**src/rtl/alu_issue_ctrl.sv**
```systemverilog
// Issue/writeback stage in front of a 16-bit ALU: fetches operands from an 8x16
// register file, drives the ALU for one cycle, writes back the result and a zero flag.
module alu_issue_ctrl #(
  parameter int DW   = 16,
  parameter int NREG = 8,
  parameter int AW   = 3
) (
  input  logic          clk,
  input  logic          rst_n,
  input  logic          instr_valid,
  output logic          instr_ready,
  input  logic [15:0]   instr,
  input  logic          ld_en,
  input  logic [AW-1:0] ld_addr,
  input  logic [DW-1:0] ld_data,
  output logic [DW-1:0] alu_a,
  output logic [DW-1:0] alu_b,
  output logic [3:0]    alu_fs,
  input  logic [DW-1:0] alu_result,
  input  logic [AW-1:0] rd_addr,
  output logic [DW-1:0] rd_data,
  output logic          done,
  output logic          zflag,
  output logic          busy
);

  typedef enum logic [1:0] {
    S_IDLE = 2'd0,
    S_READ = 2'd1,
    S_EXEC = 2'd2,
    S_WB   = 2'd3
  } state_e;

  state_e        r_state;
  state_e        w_state_nxt;

  logic [15:0]   r_instr;
  logic [DW-1:0] r_res;
  logic [DW-1:0] r_regs [NREG];
  logic [DW-1:0] r_alu_a;
  logic [DW-1:0] r_alu_b;
  logic [3:0]    r_alu_fs;
  logic          r_zflag;

  logic [3:0]    w_fs;
  logic [AW-1:0] w_rd;
  logic [AW-1:0] w_ra;
  logic [AW-1:0] w_rb;
  logic          w_accept;
  logic          w_nop;
  logic          w_wb_we;

  // instr[2:0] is a reserved field with no function in this stage.
  logic          w_unused_instr_bits;
  assign w_unused_instr_bits = ^r_instr[2:0];

  assign w_fs = r_instr[15:12];
  assign w_rd = r_instr[9 +: AW];
  assign w_ra = r_instr[6 +: AW];
  assign w_rb = r_instr[3 +: AW];

  // Function selects with no architectural result: skip the write and keep zflag.
  always_comb begin
    w_nop = 1'b0;
    case (w_fs)
      4'b1000, 4'b1001, 4'b1010, 4'b1101, 4'b1110: w_nop = 1'b1;
      default:                                     w_nop = 1'b0;
    endcase
  end

  assign w_accept = (r_state == S_IDLE) && instr_valid;
  assign w_wb_we  = (r_state == S_WB) && !w_nop;

  // State register.
  // NOTE: sequential state uses non-blocking assignment so every flop samples pre-edge values.
  always_ff @(posedge clk or negedge rst_n) begin
    if (!rst_n) r_state <= S_IDLE;
    else        r_state <= w_state_nxt;
  end

  // Next-state logic.
  // NOTE: the default assignment up front keeps this block from inferring a latch.
  always_comb begin
    w_state_nxt = r_state;
    case (r_state)
      S_IDLE:  if (instr_valid) w_state_nxt = S_READ;
      S_READ:  w_state_nxt = S_EXEC;
      S_EXEC:  w_state_nxt = S_WB;
      S_WB:    w_state_nxt = S_IDLE;
      default: w_state_nxt = S_IDLE;
    endcase
  end

  // Moore outputs.
  always_comb begin
    instr_ready = 1'b0;
    busy        = 1'b1;
    done        = 1'b0;
    case (r_state)
      S_IDLE: begin
        instr_ready = 1'b1;
        busy        = 1'b0;
      end
      S_WB:    done = 1'b1;
      default: ;
    endcase
  end

  // Instruction latch, ALU operand registers, result capture and zero flag.
  always_ff @(posedge clk or negedge rst_n) begin
    if (!rst_n) begin
      r_instr  <= '0;
      r_alu_a  <= '0;
      r_alu_b  <= '0;
      r_alu_fs <= '0;
      r_res    <= '0;
      r_zflag  <= 1'b0;
    end else begin
      if (w_accept) r_instr <= instr;
      if (r_state == S_READ) begin
        r_alu_a  <= r_regs[w_ra];
        r_alu_b  <= r_regs[w_rb];
        r_alu_fs <= w_fs;
      end
      if (r_state == S_EXEC) r_res <= alu_result;
      if (w_wb_we) r_zflag <= (r_res == '0);
    end
  end

  // Register file: external load port plus writeback port.
  // NOTE: the register array is reset because an asynchronous clear of every entry is part of
  // the block's contract; this forces flops rather than a RAM macro.
  always_ff @(posedge clk or negedge rst_n) begin
    if (!rst_n) begin
      for (int i = 0; i < NREG; i++) r_regs[i] <= '0;
    end else begin
      if (ld_en) r_regs[ld_addr] <= ld_data;
      // Writeback is assigned last so it overrides a load to the same register on this edge.
      if (w_wb_we) r_regs[w_rd] <= r_res;
    end
  end

  assign alu_a   = r_alu_a;
  assign alu_b   = r_alu_b;
  assign alu_fs  = r_alu_fs;
  assign zflag   = r_zflag;
  assign rd_data = r_regs[rd_addr];

endmodule
```
**config.mk**
```make
export PLATFORM = sky130hd
export DESIGN_NAME = alu_issue_ctrl
export DESIGN_NICKNAME = d
export VERILOG_FILES = /design/src/rtl/alu_issue_ctrl.sv
export SDC_FILE = /design/constraint.sdc
export NUM_CORES = 1
export LEC_CHECK = 0
export BUFFER_PORTS_ARGS = -buffer_cell sky130_fd_sc_hd__buf_4
export CAP_MARGIN = 30
export CELL_PAD_IN_SITES_DETAIL_PLACEMENT = 0
export CELL_PAD_IN_SITES_GLOBAL_PLACEMENT = 1
export CORE_MARGIN = 4
export CORE_UTILIZATION = 50
export CTS_CLUSTER_DIAMETER = 30
export DETAILED_ROUTE_END_ITERATION = 8
export PLACE_DENSITY_LB_ADDON = 0.1
export SYNTH_ARGS = -nofsm -noshare
export SYNTH_HDL_FRONTEND = slang
export SYNTH_SLANG_ARGS = --single-unit
```
**constraint.sdc**
```tcl
create_clock -name clk -period 2.9 [get_ports clk]
set_input_delay 0.58 -clock clk [delete_from_list [all_inputs] [get_ports clk]]
set_output_delay 0.58 -clock clk [all_outputs]
set_load 0.02 [all_outputs]
```
## Word level (Yosys, flattened, before mapping)

Cells that the tools add are included.

| cells by class | value |
|---|---|
| order comparisons | 7 |
| equal/unequal tests | 9 |
| mux-type cells | 23 |
| bitwise operators | 5 |
| reduce and logical (&&, ||, !) cells | 8 |

Operators with widths:

| operator | count |
|---|---|
| $bwmux W128 | 2 |
| $mux W128 | 2 |
| $bmux W16 S3 | 3 |
| $mux W16 | 8 |
| $demux W16 S3 | 2 |
| $eq A4 B4 Y1 const B | 5 |
| $ge A4 B4 Y1 const B | 5 |
| $not A3 Y4 | 5 |
| $logic_not A16 Y1 | 1 |
| $lt A4 B1 Y1 const B | 2 |
| $pmux W2 S4 | 1 |
| $reduce_or A5 Y1 | 1 |
| $eq A2 B2 Y1 const B | 2 |
| $logic_and A1 B1 Y1 | 4 |
| $mux W1 | 4 |
| $eq A2 B1 Y1 const B | 1 |
| $logic_not A2 Y1 | 1 |
| $mux W2 | 1 |
| $ne A2 B2 Y1 const B | 1 |
| $logic_not A1 Y1 | 1 |

| word-level totals | value |
|---|---|
| bits in registers | 199 |
| input bits | 58 |
| word-level logic and storage cells | 67 |

## Depth between registers and ports, before layout

| logic depth | value |
|---|---|
| word-level depth | 9 |
| gate-level depth with buffers | 6 |
| depth with buffers taken out | 5 |

## Least setup slack after synthesis

OpenSTA, ideal clock, no wires.

| path | value |
|---|---|
| path kind | in2out |
| from | in rd_addr[0] |
| to | out rd_data[0] |
| arrival time | 1,865 ps |
| data required time | 2,320 ps |
| path slack | 455 ps |
| stages on the path | 4 |
| path buffers | 2 |
| cell sequence | clkbuf_1 > buf_4 > mux4_2 > mux2_2 |

| between the ends | value |
|---|---|
| cells in the longest elaborated chain, start to end | 4 |

RTL lines:

| what | line | RTL |
|---|---|---|
| from (decl) | 20 | `input logic [AW-1:0] rd_addr,` |
| $not A3 Y4 (not written as such) | 147 | `assign rd_data = r_regs[rd_addr];` |
| $bmux W16 S3 | 147 |  |
| $mux W16 (not written as such) (2 in a row) | 147 |  |
| to (decl) | 21 | `output logic [DW-1:0] rd_data,` |

No other way between the ends. The select of a mux whose other input is x is not followed.

## Final worst setup path

| path | value |
|---|---|
| from | in rd_addr[0] |
| to | out rd_data[6] |

Same word-level chain as after synthesis.

==> results.md <==
* Outcome: finished clean
* GRT Residual Overflow at 0
* Residual DRC count at 0
* Vias at 8696
* Layout cells sized above 1 at 40.5%
* Average size of a mapped cell at 13.0 um2
* Pwr/cell area at 1160 nW/um2
* Starting density of the core at 51.4%
* RSZ-0062 raised after global routing: false
* Hold Fails Final Rpt at 0
* Worst-Margin Slew at 0.842 ns
* Detail Placement HPWL at 23000 um
* CP required at 2.32 ns
* Internal power at 9650 uW
* EDFF count, synth at 0
* Flop pwr share at 37.1%
* Clk buf depth at 2
* H-tree levels at 4
* Row Count at 57
* Synth cell types at 38
* CP endpoint kind: output port
* GPL Wtd Cong at 0.810
* Synth area leaders: dfrtp_1, mux2_2, mux2_1, mux2i_1, mux4_2
* Yosys top cell area share at 38.9%
* Post-cts hold buffer count at 0
* DIE WIDTH at 167 um
* Final worst path period share at 90.9%
* Worst setup path class: input port to output port
* Fmax at 380 MHz
* DR WL/cell at 26.9 um
* Seq/Total Area, Yosys at 38.9%
* Fillers at 2057
* Worst slew margin relative to its limit at 43.9%
* Syn-to-layout area delta at 13.1%
* Clock sink total at 196
* Top FF cell, synth: dfrtp_1
* Synth warnings at 0
* Area of the core at 24500 um2
* Post-CTS Resized at 0
* Total track usage at 26.8%
* Async S/R FF share, synth at 100%
* CTS tree: yes
* Sw Share at 41.6%
* Root Buffer: clkbuf_16
* Initial antenna violation count at 2
* Clock share of power at 14.8%
* Min Tclk post-route at 2.63 ns
* Worst-Skew Late Latency at 0.45 ns
* I/O pins at 114
* Port bufs at 110
* FF+latch count, synth at 196
* Routed Antenna Nets at 0
* Final net count at 1103
* # diodes at 0
* Sum Neg Setup Slack at 0 ns
* Vias in the first global route at 8689
* Setup bufs post-CTS at 0
* CTS Buf Count at 17
* Post-synth design cell area at 12600 um2
* Syn nets at 1033
* Switch Pwr at 6860 uW
* DRT Pass-1 Iters at 5
* P_leak at 0.00628 uW
* Initial drt markers at 740
* Drt total wl at 37100 um
* CP arrival at 2.05 ns
* Worst min path class: input port to asynchronous set/reset pin
* Peak supply drop at 0.776 mV
* Final number of setup-violating endpoints at 0
* Cells after Synth at 971
* Clk pin slew, worst setup/hold paths at 0.08 ns
* Die Y at 167 um
* CP Max Fanout at 32
* Max Clock Skew at 0.0182 ns
* Slew Limit Fails at 0
* Largest net degree at the start of global routing at 69
* Power share of the combinational group at 48.1%
* Die area at 27800 um2
* Vias per cell at 6.31
* CP startpoint kind: input port
* MaxCap Viol Count at 0
* First-pass GRT wire length at 56700 um
* Tot Pwr at 16500 uW
* Leading area contributor after synthesis: dfrtp_1
==> power by group through the flow <==
stage | sequential [uW] | clock (uW) | combinational, uW
after floorplan | 5250 | 0 | 6140
after global placement | 6070 | 0 | 7840
after detailed placement | 6110 | 0 | 7910
after CTS | 6060 | 2490 | 7970
after global routing | 6340 | 2590 | 8600
final | 6130 | 2440 | 7940
==> cells in the final DEF (no fill, tap or decap), types with 32 or more instances in the layout <==
master,synthesis,routed
dfrtp_1,196,194
mux2_2,185,185
buf_4,20,143
mux2_1,110,110
mux2i_1,97,97
nor2b_1,69,69
nand3_1,32,32
a211o_1,32,32
a41o_1,32,32
a22oi_1,32,32
mux4_2,32,32
==> flip-flops by register name, summed over array words and instances (netlist names) <==
register / flops
r_regs: 128
zflag: 1
r_state: 2
r_res: 16
r_instr: 13
alu_b: 16
alu_a: 16
alu_fs: 4
==> cells by family after synthesis <==
| logic type | synth area share, % |
|---|---|
| adders and majority gates | 0.397 |
| DFF | 38.9 |
| muxes | 41.0 |
| and+or+nand+nor | 6.80 |
| AOI/OAI and AO/OA | 8.24 |
| buffers and inverters | 4.67 |
==> path summary, 6_finish.rpt <==
check	depth (start not counted)	start	to	slack, ns
worst max-delay path	5	rd_addr[0]	rd_data[6]	0.27
worst min-delay path	1	rst_n	r_res[8]	0.11
worst max register to register	5	r_state[0]	r_regs[122]	0.70
worst min register to register	1	alu_fs[2]	alu_fs[2]	0.52
max in group asynchronous	2	rst_n	r_instr[6]	2.03
min in group clk	2	instr_valid	r_state[1]	0.32
==> cells in the mapped netlist (all sizes together), types with 2 or more instances <==
library cell / instances
mux2i: 97
a41o: 32
o21ai: 3
nor4bb: 3
clkbuf: 31
buf: 67
mux2: 305
nor2: 5
and2: 2
nand2b: 2
inv: 4
nand4b: 3
a211o: 32
nand3: 32
nor4: 4
nand4: 2
ha: 4
dfrtp: 196
a22oi: 32
mux4: 32
o211ai: 7
nor2b: 69
==> critical path, cell delays in order <==
cell and delay, ns:
buf_4 0.09, buf_12 0.28, mux4_2 0.55, mux2_2 0.35
buf_4 0.18
==> layout make-up <==
cell class	count	area [um2]	share of cell area, %
multi-input combinational	673	7140	50.1
sequential	196	4910	34.5
timing repair buffer	149	1190	8.33
clock buffer	18	429	3.01
tap	324	405	2.85
clock inverter	14	161	1.13
inverter	4	15.0	0.105
==> routing by layer <==
| metal | share of wire [%] | up-vias | GRT usage [%] |
|---|---|---|---|
| met5 | 0.054 | - | 0 |
| met2 | 47 | 314 | 43.0 |
| met1 | 46 | 4506 | 38.9 |
| met3 | 6.1 | 38 | 4.20 |
| met4 | 1.3 | 2 | 5.41 |
| li1 | - | 3836 | - |
==> metrics by stage <==
step                hold WS [ns]  instances  cell area (um2)  setup slack (ns)  util, %
floorplan                  0.284        971            12600             0.455        -
global placement           0.497       1346            13700             0.281     55.7
detailed placement         0.498       1346            13700             0.285     55.7
CTS                        0.124       1378            14200             0.274     58.1
global route               0.144       1378            14200             0.226     58.1
finish                     0.110       1378            14200             0.265     58.1
Power figures use the tool's default switching activity.
